## src/rtl/mips_pkg.sv

```systemverilog
// Shared definitions for the multiply/divide unit: op encodings, FSM states
// and the default operand width.
package mips_pkg;

  localparam int DEFAULT_DATA_WIDTH = 32;

  typedef enum logic [2:0] {
    OP_MULT  = 3'b000,
    OP_MULTU = 3'b001,
    OP_DIV   = 3'b010,
    OP_DIVU  = 3'b011,
    OP_MTHI  = 3'b100,
    OP_MTLO  = 3'b101
  } md_op_t;

  typedef enum logic [1:0] {
    ST_IDLE,
    ST_CALC,
    ST_FIX
  } md_state_t;

endpackage

```

## src/rtl/mult_div_unit.sv

```systemverilog
// Iterative multiply/divide unit owning HI/LO: unsigned shift-add multiply and
// restoring divide on operand magnitudes, with sign fix-up in a final cycle.
module mult_div_unit
  import mips_pkg::*;
#(
  parameter int DATA_WIDTH = DEFAULT_DATA_WIDTH
) (
  input  logic                  clk,
  input  logic                  rst_n,
  input  logic                  start,
  input  logic [2:0]            op,
  input  logic [DATA_WIDTH-1:0] rs_val,
  input  logic [DATA_WIDTH-1:0] rt_val,
  output logic                  busy,
  output logic                  done,
  output logic [DATA_WIDTH-1:0] hi,
  output logic [DATA_WIDTH-1:0] lo
);

  localparam int N     = DATA_WIDTH;
  localparam int CNT_W = $clog2(DATA_WIDTH) + 1;
  localparam logic [CNT_W-1:0] LAST_ITER = CNT_W'(DATA_WIDTH - 1);

  md_state_t state_q, state_d;

  logic [CNT_W-1:0] cnt_q;
  logic [N-1:0]     opnd_q, acc_hi_q, acc_lo_q;
  logic [N-1:0]     hi_q, lo_q;
  logic             is_div_q, neg_lo_q, neg_hi_q, div_zero_q;
  logic             busy_q, done_q;

  logic             is_muldiv, is_signed, is_div_op;
  logic             idle, accept, wr_mthi, wr_mtlo;
  logic             rs_neg, rt_neg;
  logic [N-1:0]     rs_mag, rt_mag;
  logic [N:0]       mul_sum, div_shift;
  logic             div_ok;
  logic [N-1:0]     div_rem;
  logic [2*N-1:0]   prod;
  logic [N-1:0]     res_hi, res_lo;

  // NOTE: every signal written in an always_comb gets a default first, so no
  // path through the case statements can leave it unassigned and infer a latch.
  always_comb begin
    is_muldiv = 1'b0;
    is_signed = 1'b0;
    is_div_op = 1'b0;
    case (op)
      OP_MULT:  begin is_muldiv = 1'b1; is_signed = 1'b1; end
      OP_MULTU: is_muldiv = 1'b1;
      OP_DIV:   begin is_muldiv = 1'b1; is_signed = 1'b1; is_div_op = 1'b1; end
      OP_DIVU:  begin is_muldiv = 1'b1; is_div_op = 1'b1; end
      default:  ;
    endcase
  end

  assign idle    = (state_q == ST_IDLE);
  assign accept  = idle && start && is_muldiv;
  assign wr_mthi = idle && start && (op == OP_MTHI);
  assign wr_mtlo = idle && start && (op == OP_MTLO);

  assign rs_neg = is_signed && rs_val[N-1];
  assign rt_neg = is_signed && rt_val[N-1];
  assign rs_mag = rs_neg ? -rs_val : rs_val;
  assign rt_mag = rt_neg ? -rt_val : rt_val;

  // One iteration of each algorithm; the FSM picks which one is committed.
  assign mul_sum   = {1'b0, acc_hi_q} + (acc_lo_q[0] ? {1'b0, opnd_q} : '0);
  assign div_shift = {acc_hi_q, acc_lo_q[N-1]};
  assign div_ok    = (div_shift >= {1'b0, opnd_q});
  assign div_rem   = div_shift[N-1:0] - opnd_q;

  assign prod = {acc_hi_q, acc_lo_q};

  always_comb begin
    res_hi = '0;
    res_lo = '0;
    if (is_div_q) begin
      res_hi = neg_hi_q ? -acc_hi_q : acc_hi_q;
      // A zero divisor leaves |rs| in the remainder, so hi already reads rs_val.
      res_lo = div_zero_q ? '1 : (neg_lo_q ? -acc_lo_q : acc_lo_q);
    end else begin
      {res_hi, res_lo} = neg_lo_q ? -prod : prod;
    end
  end

  always_comb begin
    state_d = state_q;
    case (state_q)
      ST_IDLE: if (accept) state_d = ST_CALC;
      ST_CALC: if (cnt_q == LAST_ITER) state_d = ST_FIX;
      ST_FIX:  state_d = ST_IDLE;
      default: state_d = ST_IDLE;
    endcase
  end

  // NOTE: sequential state uses non-blocking assignments so every flop samples
  // the pre-edge values, independent of statement order.
  always_ff @(posedge clk or negedge rst_n) begin
    if (!rst_n) begin
      state_q <= ST_IDLE;
      busy_q  <= 1'b0;
      done_q  <= 1'b0;
    end else begin
      state_q <= state_d;
      done_q  <= (state_q == ST_FIX);
      if (accept)                  busy_q <= 1'b1;
      else if (state_q == ST_FIX)  busy_q <= 1'b0;
    end
  end

  // NOTE: the iteration datapath is reset along with HI/LO; it is a handful of
  // flops, and it keeps an aborted operation from leaving X in simulation.
  always_ff @(posedge clk or negedge rst_n) begin
    if (!rst_n) begin
      cnt_q      <= '0;
      opnd_q     <= '0;
      acc_hi_q   <= '0;
      acc_lo_q   <= '0;
      is_div_q   <= 1'b0;
      neg_lo_q   <= 1'b0;
      neg_hi_q   <= 1'b0;
      div_zero_q <= 1'b0;
    end else if (accept) begin
      cnt_q      <= '0;
      opnd_q     <= is_div_op ? rt_mag : rs_mag;
      acc_hi_q   <= '0;
      acc_lo_q   <= is_div_op ? rs_mag : rt_mag;
      is_div_q   <= is_div_op;
      neg_lo_q   <= rs_neg ^ rt_neg;
      neg_hi_q   <= rs_neg;
      div_zero_q <= is_div_op && (rt_val == '0);
    end else if (state_q == ST_CALC) begin
      cnt_q <= cnt_q + 1'b1;
      if (is_div_q) begin
        acc_hi_q <= div_ok ? div_rem : div_shift[N-1:0];
        acc_lo_q <= {acc_lo_q[N-2:0], div_ok};
      end else begin
        acc_hi_q <= mul_sum[N:1];
        acc_lo_q <= {mul_sum[0], acc_lo_q[N-1:1]};
      end
    end
  end

  always_ff @(posedge clk or negedge rst_n) begin
    if (!rst_n) begin
      hi_q <= '0;
      lo_q <= '0;
    end else if (state_q == ST_FIX) begin
      hi_q <= res_hi;
      lo_q <= res_lo;
    end else begin
      if (wr_mthi) hi_q <= rs_val;
      if (wr_mtlo) lo_q <= rs_val;
    end
  end

  assign busy = busy_q;
  assign done = done_q;
  assign hi   = hi_q;
  assign lo   = lo_q;

endmodule

```

## config.mk

```make
export PLATFORM = sky130hd
export DESIGN_NAME = mult_div_unit
export DESIGN_NICKNAME = d
export VERILOG_FILES = /design/src/rtl/mips_pkg.sv /design/src/rtl/mult_div_unit.sv
export SDC_FILE = /design/constraint.sdc
export NUM_CORES = 1
export LEC_CHECK = 0
export BUFFER_PORTS_ARGS = -buffer_cell sky130_fd_sc_hd__clkbuf_2
export CAP_MARGIN = 20
export CORE_MARGIN = 2
export CORE_UTILIZATION = 50
export CTS_CLUSTER_SIZE = 30
export DETAILED_ROUTE_END_ITERATION = 16
export PLACE_DENSITY = 0.69
export SLEW_MARGIN = 20
export SYNTH_ARGS = -nofsm -noshare
export SYNTH_HDL_FRONTEND = slang
export SYNTH_SLANG_ARGS = --single-unit
```

## constraint.sdc

```tcl
create_clock -name clk -period 3.98 [get_ports clk]
set_input_delay 0.398 -clock clk [delete_from_list [all_inputs] [get_ports clk]]
set_output_delay 0.398 -clock clk [all_outputs]
set_load 0.01 [all_outputs]
```

### After elaboration in Yosys (flattened, before gate mapping)

Cells that the tools add are included.

* word-level logic and storage cells: 83
* output and inout bits: 66
* bits in registers: 174
* input port bits: 70

* muxes and demuxes: 32
* $add $sub $neg: 8
* reductions and logical operators: 18
* equality and inequality tests: 10
* bitwise operators: 1
* order comparisons: 1

Operators by type and width (count)
* 2-to-1 mux 32 bit: 21
* negation 32 bit: 4
* 2-to-1 mux 64 bit: 1
* negation 64 bit: 1
* adder 32 x 32 -> 33 bit: 1
* greater-or-equal comparator 33 x 32 -> 1 bit: 1
* zero test 32 bit: 1
* subtractor 32 bit: 1
* 2-to-1 mux 6 bit: 2
* nonzero test 2 bit: 4
* logical AND 1 bit: 7
* adder 6 x 1 -> 6 bit, second input constant: 1
* == test 3 x 2 -> 1 bit, second input constant: 2
* == test 3 bit, second input constant: 2
* == test 6 x 5 -> 1 bit, second input constant: 1
* 2-to-1 mux 1 bit: 5
* 2-to-1 mux 2 bit: 2
* one-hot mux 2 bit (2 select lines): 1
* OR reduction 2 bit: 2
* OR reduction 4 bit: 1
* == test 3 x 1 -> 1 bit, second input constant: 1
* zero test 3 bit: 1
* == test 2 x 1 -> 1 bit, second input constant: 1
* == test 2 bit, second input constant: 1
* 5 further kinds: 5

### Depth between registers and ports, before layout

* word-level depth: 7
* depth in mapped cells: 14
* depth with buffers taken out: 13

### Worst setup path before layout

No wires, ideal clock.

* kind: register to register
* start point: reg acc_lo_q[0]
* end point: reg acc_hi_q[28]
* buffers on the path: 1
* setup time: 126 ps
* data arrival time: 3148 ps
* data required time: 3854 ps
* slack: 706 ps
* clock period less this slack: 3274 ps
* cell stages (with the launch flop): 14
* cell sequence: dfrtp_1 -> inv_1 -> clkbuf_1 -> nor2_1 -> ha_1 -> a211o_1 -> o221a_2 -> o31ai_1 -> o31ai_1 -> a21oi_1 -> o21bai_1 -> a221oi_1 -> xnor2_1 -> a221o_1

* cells in the longest elaborated chain, start to end: 5

RTL lines
* start: declaration: line mult_div_unit.sv:27 `logic [N-1:0] opnd_q, acc_hi_q, acc_lo_q;`
* start signal: assignment: line mult_div_unit.sv:128 `acc_lo_q <= is_div_op ? rs_mag : rt_mag;`
* start signal: assignment: line mult_div_unit.sv:137 `acc_lo_q <= {acc_lo_q[N-2:0], div_ok};`
* start signal: assignment: line mult_div_unit.sv:140 `acc_lo_q <= {mul_sum[0], acc_lo_q[N-1:1]};`
* 2-to-1 mux 32 bit: line mult_div_unit.sv:68 `assign mul_sum = {1'b0, acc_hi_q} + (acc_lo_q[0] ? {1'b0, opnd_q} : '0);`
* adder 32 x 32 -> 33 bit: line mult_div_unit.sv:68
* 2-to-1 mux 32 bit: line mult_div_unit.sv:135 `if (is_div_q) begin`
* 2-to-1 mux 32 bit: line mult_div_unit.sv:133 `end else if (state_q == ST_CALC) begin`
* 2-to-1 mux 32 bit: line mult_div_unit.sv:124 `end else if (accept) begin`
* end signal: assignment: line mult_div_unit.sv:136 `acc_hi_q <= div_ok ? div_rem : div_shift[N-1:0];`
* end signal: assignment: line mult_div_unit.sv:139 `acc_hi_q <= mul_sum[N:1];`
* end: declaration: line mult_div_unit.sv:27

No other way between the ends. The select of a mux whose other input is x is not followed.
A chain may end at the register's enable or synchronous reset.

### Worst setup path after layout

Ends and elaborated chain as after synthesis.

==> metrics <==
final net count=2136; Setup TNS=0 ns; Yosys top cell area share=about 29%; Root Buffer=clkbuf_16; hold_buf cts=0; R2R Setup Slk=about 0.25 ns; Ys Warns=0; worst-path cell chain=inv_1 -> buf_4 -> nor2_1 -> ha_1 -> nand4_1 -> o31ai_1 -> a21oi_1 -> o21bai_1 -> a221oi_1 -> xnor2_1 -> a221o_1; reg-to-reg critical path endpoint=acc_hi_q[28]; total power=about 0.016 W; required time of the critical path=4.32 ns; critical path arrival=4.07 ns; Yosys reg bits=around 170; switching pwr=0.008428 W; GRT overflow=0; Final ANT Viol Nets=0; final core utilization=56.35%; Avg Inst Size Synth=7.814 sq um; Synth area leaders=dfrtp_1, nand2_1, xor2_1; # clock sinks=174; Slew HR=31.01%; clock share of power=10.4%; insertion delay to the later sink of the worst-skew pair=0.46 ns; CP Launch Type=flop; ratio of final minimum period to clock period=93.73%; Post-Syn Instances=1934; CP max-delay cell=o21bai_1; width of the die=177.9 microns; Max Freq=268.1 MHz; Crit Path Class=reg2reg; status=finished, violations left; DRT iter0 DRCs=1820; switching share of power=51.49%; hold slack=-0.007137 ns; Hold WC Path Type=in2async; Die Y=between 150 and 200 microns; Core Rows=63; Min Clock Period, post-route=between 3 and 4 ns; failing checks=negative hold slack; Post-DP Area=0.01617 sq mm; DR DRC count=0; Hold Fails Final Rpt=3; Max H-tree Level=4; CP Depth=11; first-pass GRT wire length=83.12 mm; CP endpoint kind=flop; top_reg_cell synth=dfrtp_1; DRT Pass-1 Iters=6; syn nets=2075; largest net degree at the start of global routing=98; worst r2r src=acc_lo_q[0]; routed vias=approximately 15000; initial antenna violation count=0; CTS tree=yes; EDFF count, synth=0; cell taking the most area after synthesis=dfrtp_1; vias per inst=6.410; part of the power in registers=a little under a quarter; Reg clk slew, reported paths=~0.08 ns; Initial Util=50.85%; combinational power share=66.2%; final setup violation count=0; Total Routing Usage GR=34.89%; Max clock buf depth=2; clock skew=0.01057 ns; die footprint=0.03163 sq mm; Max-Cap Viols=0; Port Buf Inserts=around 140; Internal=~0.0079 W; crit path to=acc_hi_q[28]; post-DP HPWL=42.38 mm; RSZ-0062 raised after global routing=no; total wire length=55.17 mm; Final GP Congestion=0.9521; pwr/cell area=around 980 mW/mm^2; # Post-CTS Setup Buffers=0; CTS buffer count=17; I/O Pins=136; leakage power=around 7.3 nW; Synth top cells by count=nand2_1, dfrtp_1, o21ai_0, nor2_1, a21oi_1; Slew @ Worst Pin=1.034 ns; CP Max Fanout=18; crit path from=acc_lo_q[0]; Wirelength per Cell=between 20 and 25 microns; fraction of layout instances using a drive strength above 1=about an eighth; CTS resizes=0; sequential area share after synthesis=between 20% and 30%; most frequent cell after synthesis=nand2_1; Crit path buffers/inverters=2; Finished Cell Area=0.01674 sq mm; Worst path max stage delay=0.50 ns; P&R area growth vs syn=10.80%; Yosys cell types=71; number of global-route vias before repair=13940; Slew Limit Fails=0; Reg2Reg Depth=11; Top Family by Delay on Critical Path=compound AO/OA/AOI/OAI gates; area of the core=slightly below 0.03 sq mm; worst vdd ir=0.6184 mV; Async S/R FF share, synth=100.0%; mapped cell area=0.01511 sq mm
metrics by stage:
step / worst slack, ns / instances
after floorplan: 0.7061 / 1934
after global placement: 0.4124 / 2366
after detailed placement: 0.3454 / 2366
after CTS: 0.3193 / 2397
after global routing: 0.04937 / 2397
final: 0.2496 / 2398
sequential cells by signal (all words and copies together), names as in the netlist:
signal      count
is_div_q        1
hi             32
done            1
opnd_q         32
div_zero_q      1
neg_lo_q        1
neg_hi_q        1
state_q         2
busy            1
lo             32
cnt_q           6
acc_hi_q       32
acc_lo_q       32
power by group through the flow:
stage / registers, W / logic (W) / clock network [W]
6_report: 0.00383 / 0.0108 / 0.00170
5_1_grt: 0.00393 / 0.0119 / 0.00179
4_1_cts: 0.00377 / 0.0106 / 0.00171
3_5_place_dp: 0.00380 / 0.0106 / 0
3_3_place_gp: 0.00378 / 0.0105 / 0
2_1_floorplan: 0.00343 / 0.00769 / 0
routing by layer:
| metal | wire (microns) | GRT usage, % | vias to the layer above |
|---|---|---|---|
| met5 | 0 | 0 | - |
| met4 | 1991 | 13.97 | 0 |
| met3 | 5329 | 6.127 | 98 |
| met2 | 24140 | 53.62 | 761 |
| met1 | 23720 | 48.54 | 7386 |
| li1 | - | - | 7125 |
layout by cell type, fill, tap and decap left out, types with 6 or more instances in the layout:
master,n
and2_1,9
ha_1,69
o21bai_1,10
nand2_1,248
mux2i_1,53
dfrtp_1,173
nor3_1,28
nor4_1,18
nand3_1,25
a21o_1,30
o211ai_1,54
buf_4,40
nor2_1,156
clkbuf_2,133
or3_1,14
a22oi_1,16
clkbuf_16,17
a21oi_1,148
o22ai_1,7
xor2_1,102
o41ai_1,13
nand2b_1,18
and3_1,13
xnor2_1,72
or2_2,7
o21ai_0,159
a211oi_1,34
nor2b_1,32
or4_1,21
o31ai_1,31
a32oi_1,33
nand4_1,19
o21a_1,6
a31oi_1,22
a221o_1,10
inv_1,68
cell type report:
cell class                 count  area, sq um
fill                        2818        12970
sequential                   174         4358
clock inverter                11        107.6
clock buffer                  20        466.7
antenna                        1        2.502
multi-input combinational   1556        10030
tap                          390        488.0
timing repair buffer         177         1037
inverter                      69        259.0
how the worst min path moves through the flow:
stage / from / depth (start not counted) / to
global placement: busy / 2 / busy
finish: rst_n / 1 / lo[15]
detailed placement: cnt_q[5] / 1 / state_q[1]
floorplan: rst_n / 0 / acc_hi_q[0]
CTS: rst_n / 1 / lo[15]
global route: rst_n / 1 / lo[14]
logic make-up after synthesis:
group	Yosys count	synth area share, %
AO/OA/AOI/OAI	617	26.35
XOR/XNOR	174	10.08
adder cells (fa/ha/maj)	71	5.978
buffers and inverters	204	5.075
flip-flops	174	28.81
multiplexers	55	3.660
AND/OR/NAND/NOR	639	20.04
No activity file was read; power rests on OpenSTA's default activity.
